==> config.mk <==
export PLATFORM = sky130hd
export DESIGN_NAME = div
export DESIGN_NICKNAME = d
export VERILOG_FILES = /design/src/rtl/div.sv
export SDC_FILE = /design/constraint.sdc
export NUM_CORES = 1
export LEC_CHECK = 0
export ABC_AREA = 1
export CORE_MARGIN = 4
export CORE_UTILIZATION = 60
export CTS_CLUSTER_DIAMETER = 60
export DETAILED_ROUTE_END_ITERATION = 8
export GPL_ROUTABILITY_DRIVEN = 0
export PLACE_DENSITY = 0.82
export SLEW_MARGIN = 10
export SYNTH_ARGS = -nofsm -noshare
export SYNTH_HDL_FRONTEND = slang
export SYNTH_SLANG_ARGS = --single-unit
==> constraint.sdc <==
create_clock -name clk -period 6 [get_ports clk]
set_input_delay 1.5 -clock clk [delete_from_list [all_inputs] [get_ports clk]]
set_output_delay 1.5 -clock clk [all_outputs]
set_load 0.03 [all_outputs]
==> src/rtl/div.sv <==
// -----------------------------------------------------------------------------
// div -- sequential signed fixed-point divider (quot = num / denom)
//
// Operands and result are two's-complement with BIN_POS fractional bits.
// A restoring divider produces one quotient bit per clock on the magnitudes.
// A final cycle applies the sign and saturates the result. Each division is
// framed by a reset pulse: holding rst low clears the block, and the first
// rising edge with rst high captures the operands and starts the run.
//
// Parameters
//   DATA_WIDTH  total operand/result width, sign bit included
//   BIN_POS     number of fractional bits, 0 <= BIN_POS < DATA_WIDTH
//
// Ports
//   clk       in   1           clock, rising edge
//   rst       in   1           asynchronous active-low reset (low = clear)
//   ready     out  1           idle; num/denom captured on the next edge
//   complete  out  1           result valid, held until the next reset
//   num       in   DATA_WIDTH  signed dividend
//   denom     in   DATA_WIDTH  signed divisor
//   quot      out  DATA_WIDTH  signed quotient, same Q format as the inputs
//   div_zero  out  1           denom was zero; quot forced to 0
// -----------------------------------------------------------------------------
module div #(
  parameter int DATA_WIDTH = 32,
  parameter int BIN_POS    = 16
) (
  input  logic                  clk,
  input  logic                  rst,
  output logic                  ready,
  output logic                  complete,
  input  logic [DATA_WIDTH-1:0] num,
  input  logic [DATA_WIDTH-1:0] denom,
  output logic [DATA_WIDTH-1:0] quot,
  output logic                  div_zero
);

  // The dividend is pre-shifted by BIN_POS so the integer quotient comes out
  // already in the operands' Q format.
  localparam int N     = DATA_WIDTH + BIN_POS;
  localparam int CNT_W = $clog2(N + 1);

  localparam logic [CNT_W-1:0] LAST = CNT_W'(N - 1);

  // Largest positive magnitude, and largest negative magnitude (2^(DW-1)).
  localparam logic [N-1:0] MAX_POS     = {{(BIN_POS + 1){1'b0}}, {(DATA_WIDTH - 1){1'b1}}};
  localparam logic [N-1:0] MAX_NEG_MAG = MAX_POS + {{(N - 1){1'b0}}, 1'b1};

  typedef enum logic [1:0] {
    IDLE,
    CALC,
    FIX,
    DONE
  } state_t;

  state_t state;
  state_t state_next;

  logic                  sign;
  logic [DATA_WIDTH-1:0] abs_denom;
  logic [DATA_WIDTH-1:0] remainder;
  logic [N-1:0]          dividend;
  logic [N-1:0]          quotient;
  logic [CNT_W-1:0]      count;

  logic [DATA_WIDTH-1:0] abs_num;
  logic [DATA_WIDTH-1:0] abs_den_in;
  logic [N-1:0]          dividend_init;
  logic                  denom_is_zero;
  logic [DATA_WIDTH:0]   rem_shift;
  logic                  rem_ge;
  logic [DATA_WIDTH-1:0] rem_diff;
  logic [DATA_WIDTH-1:0] mag_low;
  logic [DATA_WIDTH-1:0] fix_result;

  // Operand magnitudes. -2^(DW-1) negates to itself, and that bit pattern is
  // exactly 2^(DW-1) when read as unsigned, so no special case is needed.
  always_comb begin
    abs_num       = num[DATA_WIDTH-1] ? -num : num;
    abs_den_in    = denom[DATA_WIDTH-1] ? -denom : denom;
    denom_is_zero = (denom == '0);
    dividend_init = '0;
    dividend_init[DATA_WIDTH-1:0] = abs_num;
    dividend_init = dividend_init << BIN_POS;
  end

  // One restoring step. The remainder register stays below |denom| and fits
  // in DATA_WIDTH bits. Only the shifted value needs the extra bit. When
  // the subtraction happens the difference is below 2^DW, so the low
  // DATA_WIDTH bits of the modular subtraction are exact.
  always_comb begin
    rem_shift = {remainder, dividend[N-1]};
    rem_ge    = (rem_shift >= {1'b0, abs_denom});
    rem_diff  = rem_shift[DATA_WIDTH-1:0] - abs_denom;
  end

  // Sign application with saturation. The negative side allows one more LSB
  // of magnitude than the positive side.
  always_comb begin
    mag_low    = quotient[DATA_WIDTH-1:0];
    fix_result = '0;
    if (!sign) begin
      fix_result = (quotient > MAX_POS) ? {1'b0, {(DATA_WIDTH - 1){1'b1}}} : mag_low;
    end else begin
      fix_result = (quotient > MAX_NEG_MAG) ? {1'b1, {(DATA_WIDTH - 1){1'b0}}} : -mag_low;
    end
  end

  always_ff @(posedge clk or negedge rst) begin
    if (!rst) begin
      state <= IDLE;
    end else begin
      state <= state_next;
    end
  end

  always_comb begin
    state_next = state;
    ready      = 1'b0;
    complete   = 1'b0;
    case (state)
      IDLE: begin
        ready      = 1'b1;
        state_next = denom_is_zero ? DONE : CALC;
      end
      CALC: begin
        if (count == LAST) begin
          state_next = FIX;
        end
      end
      FIX: begin
        state_next = DONE;
      end
      DONE: begin
        complete = 1'b1;
      end
      default: begin
        state_next = IDLE;
      end
    endcase
  end

  // Datapath. Operands are sampled only when leaving IDLE. Nothing is written
  // in DONE, so the result is held until the next reset.
  always_ff @(posedge clk or negedge rst) begin
    if (!rst) begin
      sign      <= 1'b0;
      abs_denom <= '0;
      remainder <= '0;
      dividend  <= '0;
      quotient  <= '0;
      count     <= '0;
      quot      <= '0;
      div_zero  <= 1'b0;
    end else begin
      case (state)
        IDLE: begin
          sign      <= num[DATA_WIDTH-1] ^ denom[DATA_WIDTH-1];
          abs_denom <= abs_den_in;
          dividend  <= dividend_init;
          remainder <= '0;
          quotient  <= '0;
          count     <= '0;
          quot      <= '0;
          div_zero  <= denom_is_zero;
        end
        CALC: begin
          dividend  <= {dividend[N-2:0], 1'b0};
          remainder <= rem_ge ? rem_diff : rem_shift[DATA_WIDTH-1:0];
          quotient  <= {quotient[N-2:0], rem_ge};
          count     <= count + 1'b1;
        end
        FIX: begin
          quot <= fix_result;
        end
        default: begin
        end
      endcase
    end
  end

endmodule

==> run metrics, run 1 <==
outcome=finished clean; Yosys cell types=44; Layout Nets=2093; Crit. End Element=flip-flop; Hold Vio Cnt, Final=0; clock input transition at the sequential cells of the worst setup and hold paths=0.07 ns; post-synthesis register bit count=186; FILL cells=1799; crit-path cells=inv_1, ha_1, buf_4, inv_1, buf_4, nor2_1, inv_1, nor2_1, nand3_1, o21ai_0; Vias/cell=5.69; TritonCTS Sinks=186; Post-synth EDFFs=0; post-synthesis mux area share=0%; Synth Area in Adders=4.13%; total gr overflow=0; final std cells w/o fill=2273; WP data arrival=4.03 ns; post-CTS setup buffers=0; IO Port Bufs=100; Routed WL=34700 um; slowest stage cell, crit path=nor2_1; largest net degree at the start of global routing=109; Most common cell on crit path=inv_1; Yosys Warn Count=0; Die Ht=155 um; Clock Latency Late Sink=0.44 ns; Setup TNS=0 ns; # Max-Cap Violations=0; H-tree depth=4; first-pass GRT wire length=58400 um; Starting DRT DRC Count=1285; CP Launch Type=flip-flop; Seq/Total Area, Yosys=36.1%; Post-CTS Resized=0; Tightest Pin Transition=1.09 ns; P&R area growth vs syn=13.7%; clock tree buffer depth=2; Final min period=3.67 ns; worst clock skew=0.0136 ns; RSZ-0062 raised after global routing=no; Hold Path Class=reg -> reg; hold_ws=0.480 ns; initial core utilization=61.2%; drt pass-1 iters=8; net count after synthesis=2025; fraction of registers with async set/reset=100%; Rows=53; share of cells above drive strength 1=4.40%; CTS tree=built; Ports=101; Final ANT Viol Nets=0; Worst EP required=6.36 ns; largest family of logic cells by synthesized area=simple AND/OR/NAND/NOR gates; vias in the first global route=12.3k; CTS Hold Buffers Added=0; Routed wire per std cell=15.3 um; Cells after Synth=1917; max incr delay on CP=0.86 ns; Placed Instances=2241; DRC=0; Synth Area in XOR/XNOR=4.00%; crit-path max FO=38; Avg Inst Size Synth=6.73 um^2; total CTS buffers=17; Root Buffer=clkbuf_16; highest clock rate=272 MHz; total track usage=29.5%; worst rel slew slack=26.8%; die area=23900 um^2; Final HPWL DP=25600 um; ANT cells=0; via count of the routed design=12.9k; VDD IR-drop max=0.190 mV; area of the mapped netlist=12900 um^2; Final setup viols=0; final worst-path setup slack=2.33 ns; Place WS=2.13 ns; simple-gate share of the synthesized area=34.1%; leakage=7.94 nW; Pwr Density=175 nW/um^2; Die Wd=155 um; period utilization=61.2%; initial antenna violation count=0; Synth Area in Compound Gates=11.2%; predominant post-synthesis flop cell=dfrtp_1; fin. max-slew vios=0; Setup CP Type=reg -> reg; Core Region=21100 um^2
cell families after synthesis:
kind of cell / after synthesis
compound gates: 253
xor+xnor: 59
fa+ha+maj: 42
buf+inv: 352
flops: 186
simple gates: 1025
Yosys cell counts, types with 9 or more instances:
| cell type | number | area share, % |
|---|---|---|
| dfrtp_1 | 186 | 36 |
| nand3b_1 | 16 | 0.93 |
| ha_1 | 41 | 4.0 |
| a21oi_1 | 39 | 1.5 |
| xor2_1 | 40 | 2.7 |
| inv_2 | 11 | 0.32 |
| nor2_2 | 9 | 0.44 |
| nand3_1 | 183 | 7.1 |
| clkbuf_1 | 43 | 1.3 |
| a22oi_1 | 27 | 1.6 |
| o21ai_0 | 94 | 3.6 |
| nor2_1 | 151 | 4.4 |
| nand2_1 | 583 | 17 |
| inv_1 | 277 | 8.1 |
| o22ai_1 | 49 | 2.4 |
| o21ai_1 | 23 | 0.89 |
| xnor2_1 | 19 | 1.3 |
| nor3_1 | 19 | 0.74 |
| nand4_1 | 34 | 1.6 |
flip-flops by register name, summed over array words and instances (netlist names), 2 cells and up:
register / flops
abs_denom: 32
count: 6
dividend: 32
quot: 32
quotient: 48
remainder: 32
state: 2
routing by layer:
layer	part of all wire, %	up-vias	track usage (%)	wire length (um)
met5	0	-	0	0
met4	3.2	0	11.1	1120
met3	8.2	107	5.46	2830
met2	45	600	46.9	15500
met1	44	5931	40.4	15300
li1	-	6294	-	-
critical path, delay by kind of cell, from the launching register on:
kind	cells	cell delay [ns]
adder cells (fa/ha/maj)	1	0.26
buffers and inverters	5	1.49
AO/OA/AOI/OAI	1	0.19
AND/OR/NAND/NOR	3	1.25
flip-flops	1	0.40
worst paths after layout:
path / from / to / slack, ns / cells past startpoint
min in group asynchronous: rst / remainder[2]$_DFFE_PN0P_ / 1.13 / 1
worst max register to register: state[1]$_DFFE_PN0P_ / dividend[47]$_DFFE_PN0P_ / 2.33 / 10
worst min register to register: quot[18]$_DFFE_PN0P_ / quot[18]$_DFFE_PN0P_ / 0.48 / 2
worst min-delay path: quot[18]$_DFFE_PN0P_ / quot[18]$_DFFE_PN0P_ / 0.48 / 2
worst max-delay path: state[1]$_DFFE_PN0P_ / dividend[47]$_DFFE_PN0P_ / 2.33 / 10
max in group asynchronous: rst / remainder[0]$_DFFE_PN0P_ / 3.81 / 2
per-stage QoR:
stage               power [mW]  instance area (um^2)  util [%]
finish                    2.57                 14700      69.6
global route              2.66                 14700      69.6
CTS                       2.59                 14700      69.6
detailed placement        1.44                 14100      66.7
global placement          1.44                 14100      66.7
floorplan                 1.34                 12900         -
layout make-up:
type                            instances  area (um^2)  area share [%]
Multi-Input combinational cell       1379         6910            47.1
Tap cell                              275          344            2.34
Clock inverter                         15          175            1.19
Clock buffer                           17          425            2.90
Inverter                              292         1100            7.47
Sequential cell                       186         4650            31.7
Timing Repair Buffer                  109         1070            7.31
placed cells by master (no fill, tap or decap), drive strengths merged, types with 21 or more instances in the layout:
master,count
a21oi,40
a22oi,27
clkdlybuf4s50,99
dfrtp,186
ha,41
inv,296
nand2,593
nand3,185
nand4,34
nor2,162
nor3,21
o21ai,117
o22ai,49
xor2,40
where the power goes:
| part | leakage (nW) | switching (mW) | total [mW] | internal, mW |
|---|---|---|---|---|
| clock | 0.292 | 0.561 | 1.16 | 0.598 |
| sequential | 2.24 | 0 | 1.25 | 1.25 |
| combinational | 5.40 | 0.0963 | 0.163 | 0.0670 |
Note: power is estimated with default switching activity, not from simulation.
==> inputs of run 2 (changes only) <==
clock period = 3.67 ns   (was 6 ns; I/O delays follow)
==> run 2 against run 1 <==
  * Register-to-register slack worse by 1.6 ns
  * Utilization up 0.20 points
  * Worst hold slack about the same
  * Critical path type unchanged
==> run metrics, run 2 (synthesis results as in run 1) <==
Final ANT Viol Nets=0 (unchanged); Tightest Pin Transition=1.04 ns (-0.0527 ns); most frequent cells in the layout=nand2_1, inv_1, dfrtp_1; post-layout util=69.8% (+0.20 points); Rows=53 (unchanged); Final HPWL DP=25700 um (+0.19%); die area=23900 um^2 (unchanged); DRC=0 (unchanged); Hold Vio Cnt, Final=0 (unchanged); CP Launch Type=flip-flop; Largest Register=quotient; RSZ-0062 raised after global routing=no; leading cell type in the layout, fill and taps excluded=nand2_1; Vias/cell=5.64 (-0.93%); leakage=7.97 nW (+0.43%); VDD IR-drop max=0.309 mV (+63%); period utilization=79.1% (+18 points); Final setup viols=0 (unchanged); total track usage=29.2% (-0.26 points); Starting DRT DRC Count=1239 (-3.6%); Worst EP required=4.03 ns (-2.33 ns); worst rel slew slack=30.3% (+3.5 points); hold_ws=0.479 ns (-0.000353 ns); power consumption=4.16 mW (+62%); CTS Hold Buffers Added=0 (unchanged); highest clock rate=344 MHz (+26%); Post-CTS Resized=0 (unchanged); final worst-path setup slack=0.766 ns (-1.56 ns); drt pass-1 iters=6 (-2); outcome=finished clean; first-pass GRT wire length=58000 um (-0.66%); H-tree depth=4 (unchanged); crit-path max FO=24 (-37%); total CTS buffers=17 (unchanged); CTS tree=built; Setup CP Type=reg -> reg; share of cells above drive strength 1=4.74% (+0.33 points); Final min period=2.90 ns (-0.768 ns); Crit. End Element=flip-flop; Die Ht=155 um (unchanged); Place WS=0.664 ns (-1.47 ns); Setup TNS=0 ns (unchanged); total gr overflow=0 (unchanged); Root Buffer=clkbuf_16; Layout Nets=2100 (+0.33%); vias in the first global route=12.0k (-2.3%); Die Wd=155 um (unchanged); clock tree buffer depth=2 (unchanged); Ports=101 (unchanged); largest net degree at the start of global routing=89 (-18%); P&R area growth vs syn=14.0%; post-CTS setup buffers=0 (unchanged); IO Port Bufs=100 (unchanged); TritonCTS Sinks=186 (unchanged); Core Region=21100 um^2 (unchanged); ANT cells=0 (unchanged); worst clock skew=0.0147 ns (+0.00109 ns); initial antenna violation count=0 (unchanged); max reg flops=48 (unchanged); initial core utilization=61.2% (unchanged); Hold Path Class=reg -> reg; via count of the routed design=12.9k (-0.63%); WP data arrival=3.26 ns (-0.77 ns); Routed WL=34600 um (-0.54%); Pwr Density=283 nW/um^2 (+61%); Clock Latency Late Sink=0.45 ns (about the same); Routed wire per std cell=15.2 um (-0.85%); fin. max-slew vios=0 (unchanged); # Max-Cap Violations=0 (unchanged); clock input transition at the sequential cells of the worst setup and hold paths=0.07 ns (about the same)
[run 2: cell types whose count changed in the layout (fill, tap and decap cells not counted)]
cell,previous run,this run
clkinv_4,2,3
clkinvlp_4,1,0
nor2_2,9,10
clkinv_8,2,1
inv_12,1,0
inv_8,2,3
inv_6,5,4
clkinv_2,1,3
nor2_4,3,2
buf_12,0,1
buf_4,9,15
[run 2: worst paths after layout]
path | depth (start not counted) | startpoint | to | slack, ns
worst min register to register | 2 | quot[13]$_DFFE_PN0P_ | quot[13]$_DFFE_PN0P_ | 0.48
worst min-delay path | 2 | quot[13]$_DFFE_PN0P_ | quot[13]$_DFFE_PN0P_ | 0.48
worst max-delay path | 6 | state[0]$_DFFE_PN0P_ | dividend[47]$_DFFE_PN0P_ | 0.77
worst max register to register | 6 | state[0]$_DFFE_PN0P_ | dividend[47]$_DFFE_PN0P_ | 0.77
max in group asynchronous | 2 | rst | quotient[16]$_DFFE_PN0P_ | 2.36
min in group asynchronous | 1 | rst | abs_denom[5]$_DFFE_PN0P_ | 0.51
[run 2: critical path: stages (launching register included)]
cell     delay, ns
dfrtp_1       0.43
ha_2          0.39
nor2_1        0.87
inv_1         0.60
nor2_1        0.26
nand3_1       0.09
o21ai_0       0.17
[run 2: layout make-up]
class                           count  area, um^2
Tap cell                          275         344
Inverter                          292        1100
Fill cell                        1855        6370
Sequential cell                   186        4650
Clock inverter                     15         156
Timing Repair Buffer              116        1140
Clock buffer                       17         425
Multi-Input combinational cell   1379        6910
[run 2: stage by stage]
stage                     instance area, um^2  instances
after CTS                               14700       2280
after global placement                  14100       2248
after detailed placement                14100       2248
final                                   14700       2280
after floorplan                         12900       1917
after global routing                    14700       2280
[run 2: where the power goes]
part	internal (mW)	switching (mW)	total [mW]	leakage, nW
clock network	0.962	0.883	1.85	0.291
logic	0.112	0.157	0.269	5.44
registers	2.05	0	2.05	2.24
total	3.12	1.04	4.16	7.97
[run 2: per-layer routing]
layer | vias to the layer above | part of all wire [%] | GRT usage (%)
met2 | 567 | 45 | 46.2
met3 | 84 | 8.9 | 5.37
met1 | 5893 | 43 | 41.2
met5 | - | 0 | 0
li1 | 6307 | - | -
met4 | 0 | 2.6 | 8.75
==> inputs of run 3 (changes only) <==
clock period = 2.7 ns   (was 3.67 ns; I/O delays follow)
==> run 3 against run 2 <==
  * Flip-flop and latch count did not move
  * Largest power group unchanged
  * Sequential share of layout area fell by 0.39 points
  * Critical path depth grew 6
  * Global-route usage grew 0.37 points
  * Design area grew 1.3%
  * Setup slack worse by 0.60 ns
  * Critical endpoint is now remainder[26]$_DFFE_PN0P_
  * First-iteration DRC count is 6.9% lower
  * Wire length rose by 1.2%
==> run metrics, run 3 (synthesis results as in run 1) <==
Core Region=21100 um^2 (unchanged); vias in the first global route=12.3k (+2.8%); Setup TNS=0 ns (unchanged); Largest Register=quotient; Vias/cell=5.69 (+1.0%); Starting DRT DRC Count=1153 (-6.9%); max reg flops=48 (unchanged); crit-path max FO=13 (-46%); worst clock skew=0.0128 ns (-0.00194 ns); Root Buffer=clkbuf_16; Die Ht=155 um (unchanged); Routed WL=35000 um (+1.2%); Clock Latency Late Sink=0.45 ns (about the same); WP data arrival=2.86 ns (-0.40 ns); Crit. End Element=flip-flop; Final ANT Viol Nets=0 (unchanged); IO Port Bufs=100 (unchanged); RSZ-0062 raised after global routing=no; post-CTS setup buffers=0 (unchanged); clock tree buffer depth=2 (unchanged); largest net degree at the start of global routing=60 (-33%); clock input transition at the sequential cells of the worst setup and hold paths=0.08 ns (about the same); H-tree depth=4 (unchanged); first-pass GRT wire length=58700 um (+1.1%); initial core utilization=61.2% (unchanged); Final HPWL DP=26500 um (+3.1%); fin. max-slew vios=0 (unchanged); die area=23900 um^2 (unchanged); # Max-Cap Violations=0 (unchanged); Routed wire per std cell=15.2 um (+0.54%); total track usage=29.6% (+0.37 points); Die Wd=155 um (unchanged); Final min period=2.53 ns (-0.370 ns); via count of the routed design=13.1k (+1.7%); CTS tree=built; most frequent cells in the layout=nand2_1, inv_1, dfrtp_1; Final setup viols=0 (unchanged); P&R area growth vs syn=15.5%; Worst EP required=3.03 ns (-1.00 ns); Post-CTS Resized=0 (unchanged); outcome=finished clean; Pwr Density=383 nW/um^2 (+36%); ANT cells=0 (unchanged); total CTS buffers=17 (unchanged); TritonCTS Sinks=186 (unchanged); Tightest Pin Transition=0.693 ns (-0.348 ns); CP Launch Type=flip-flop; period utilization=93.9% (+15 points); Setup CP Type=reg -> reg; VDD IR-drop max=0.410 mV (+32%); DRC=0 (unchanged); drt pass-1 iters=6 (unchanged); Placed Instances=2263 (+0.67%); Hold Path Class=in -> async; highest clock rate=395 MHz (+15%); worst rel slew slack=53.7% (+23 points); hold_ws=0.191 ns (-0.289 ns); final std cells w/o fill=2295 (+0.66%); share of cells above drive strength 1=5.50% (+0.76 points); CTS Hold Buffers Added=0 (unchanged); total gr overflow=0 (unchanged); leakage=8.07 nW (+1.2%); Layout Nets=2115 (+0.71%); leading cell type in the layout, fill and taps excluded=nand2_1; initial antenna violation count=0 (unchanged); Ports=101 (unchanged); Hold Vio Cnt, Final=0 (unchanged); Rows=53 (unchanged); power consumption=5.71 mW (+37%)
-- run 3: changes by cell type in the layout (fill, tap and decap cells not counted), sizes merged --
cell / delta
buf: +16
clkdlybuf4s50: -1
clkinv: -3
clkinvlp: +2
inv: +1
-- run 3: path summary, 6_finish.rpt --
| check | from | to | slack (ns) | cells past startpoint |
|---|---|---|---|---|
| max | abs_denom[17]$_DFFE_PN0P_ | remainder[26]$_DFFE_PN0P_ | 0.17 | 12 |
| min | rst | abs_denom[5]$_DFFE_PN0P_ | 0.19 | 1 |
| max reg2reg | abs_denom[17]$_DFFE_PN0P_ | remainder[26]$_DFFE_PN0P_ | 0.17 | 12 |
| min reg2reg | quot[17]$_DFFE_PN0P_ | quot[17]$_DFFE_PN0P_ | 0.48 | 2 |
| max in group asynchronous | rst | quotient[14]$_DFFE_PN0P_ | 1.84 | 2 |
| min in group clk | quot[17]$_DFFE_PN0P_ | quot[17]$_DFFE_PN0P_ | 0.48 | 2 |
-- run 3: area by class of cell --
type                            instances  area (um^2)
Tap cell                              275          344
Timing Repair Buffer                  131         1300
Multi-Input combinational cell       1379         6910
Sequential cell                       186         4650
Clock buffer                           17          425
Fill cell                            1765         6180
Inverter                              292         1100
Clock inverter                         15          176
-- run 3: worst max-delay path: stages, from the launching register on --
cell and delay (ns):
dfrtp_1 0.35, inv_1 0.08, ha_1 0.38, nand2_1 0.13
nor2_1 0.27, nand2_1 0.16, nor2_2 0.18, nand2_4 0.18
nand2_8 0.19, buf_4 0.18, nand3_1 0.13, nand2_1 0.11
nand2_1 0.06
-- run 3: where the power goes --
part / internal [mW] / switching (mW) / total, mW
sequential: 2.78 / 0 / 2.78
clock: 1.33 / 1.23 / 2.55
combinational: 0.159 / 0.218 / 0.377
total: 4.27 / 1.45 / 5.71
-- run 3: per-stage QoR --
| step | cell area [um^2] | setup WS, ns | util (%) |
|---|---|---|---|
| 5_1_grt | 14900 | 0.0524 | 70.7 |
| 2_1_floorplan | 12900 | 0.687 | - |
| 4_1_cts | 14900 | 0.198 | 70.7 |
| 3_3_place_gp | 14300 | 0.173 | 67.8 |
| 6_report | 14900 | 0.166 | 70.7 |
| 3_5_place_dp | 14300 | 0.0780 | 67.8 |
-- run 3: per-layer routing --
metal / track usage (%) / routed length (um) / part of all wire (%)
met3: 4.78 / 3110 / 8.9
met2: 46.5 / 15700 / 45
met4: 10.9 / 1090 / 3.1
met1: 41.5 / 15000 / 43
met5: 0 / 0 / 0
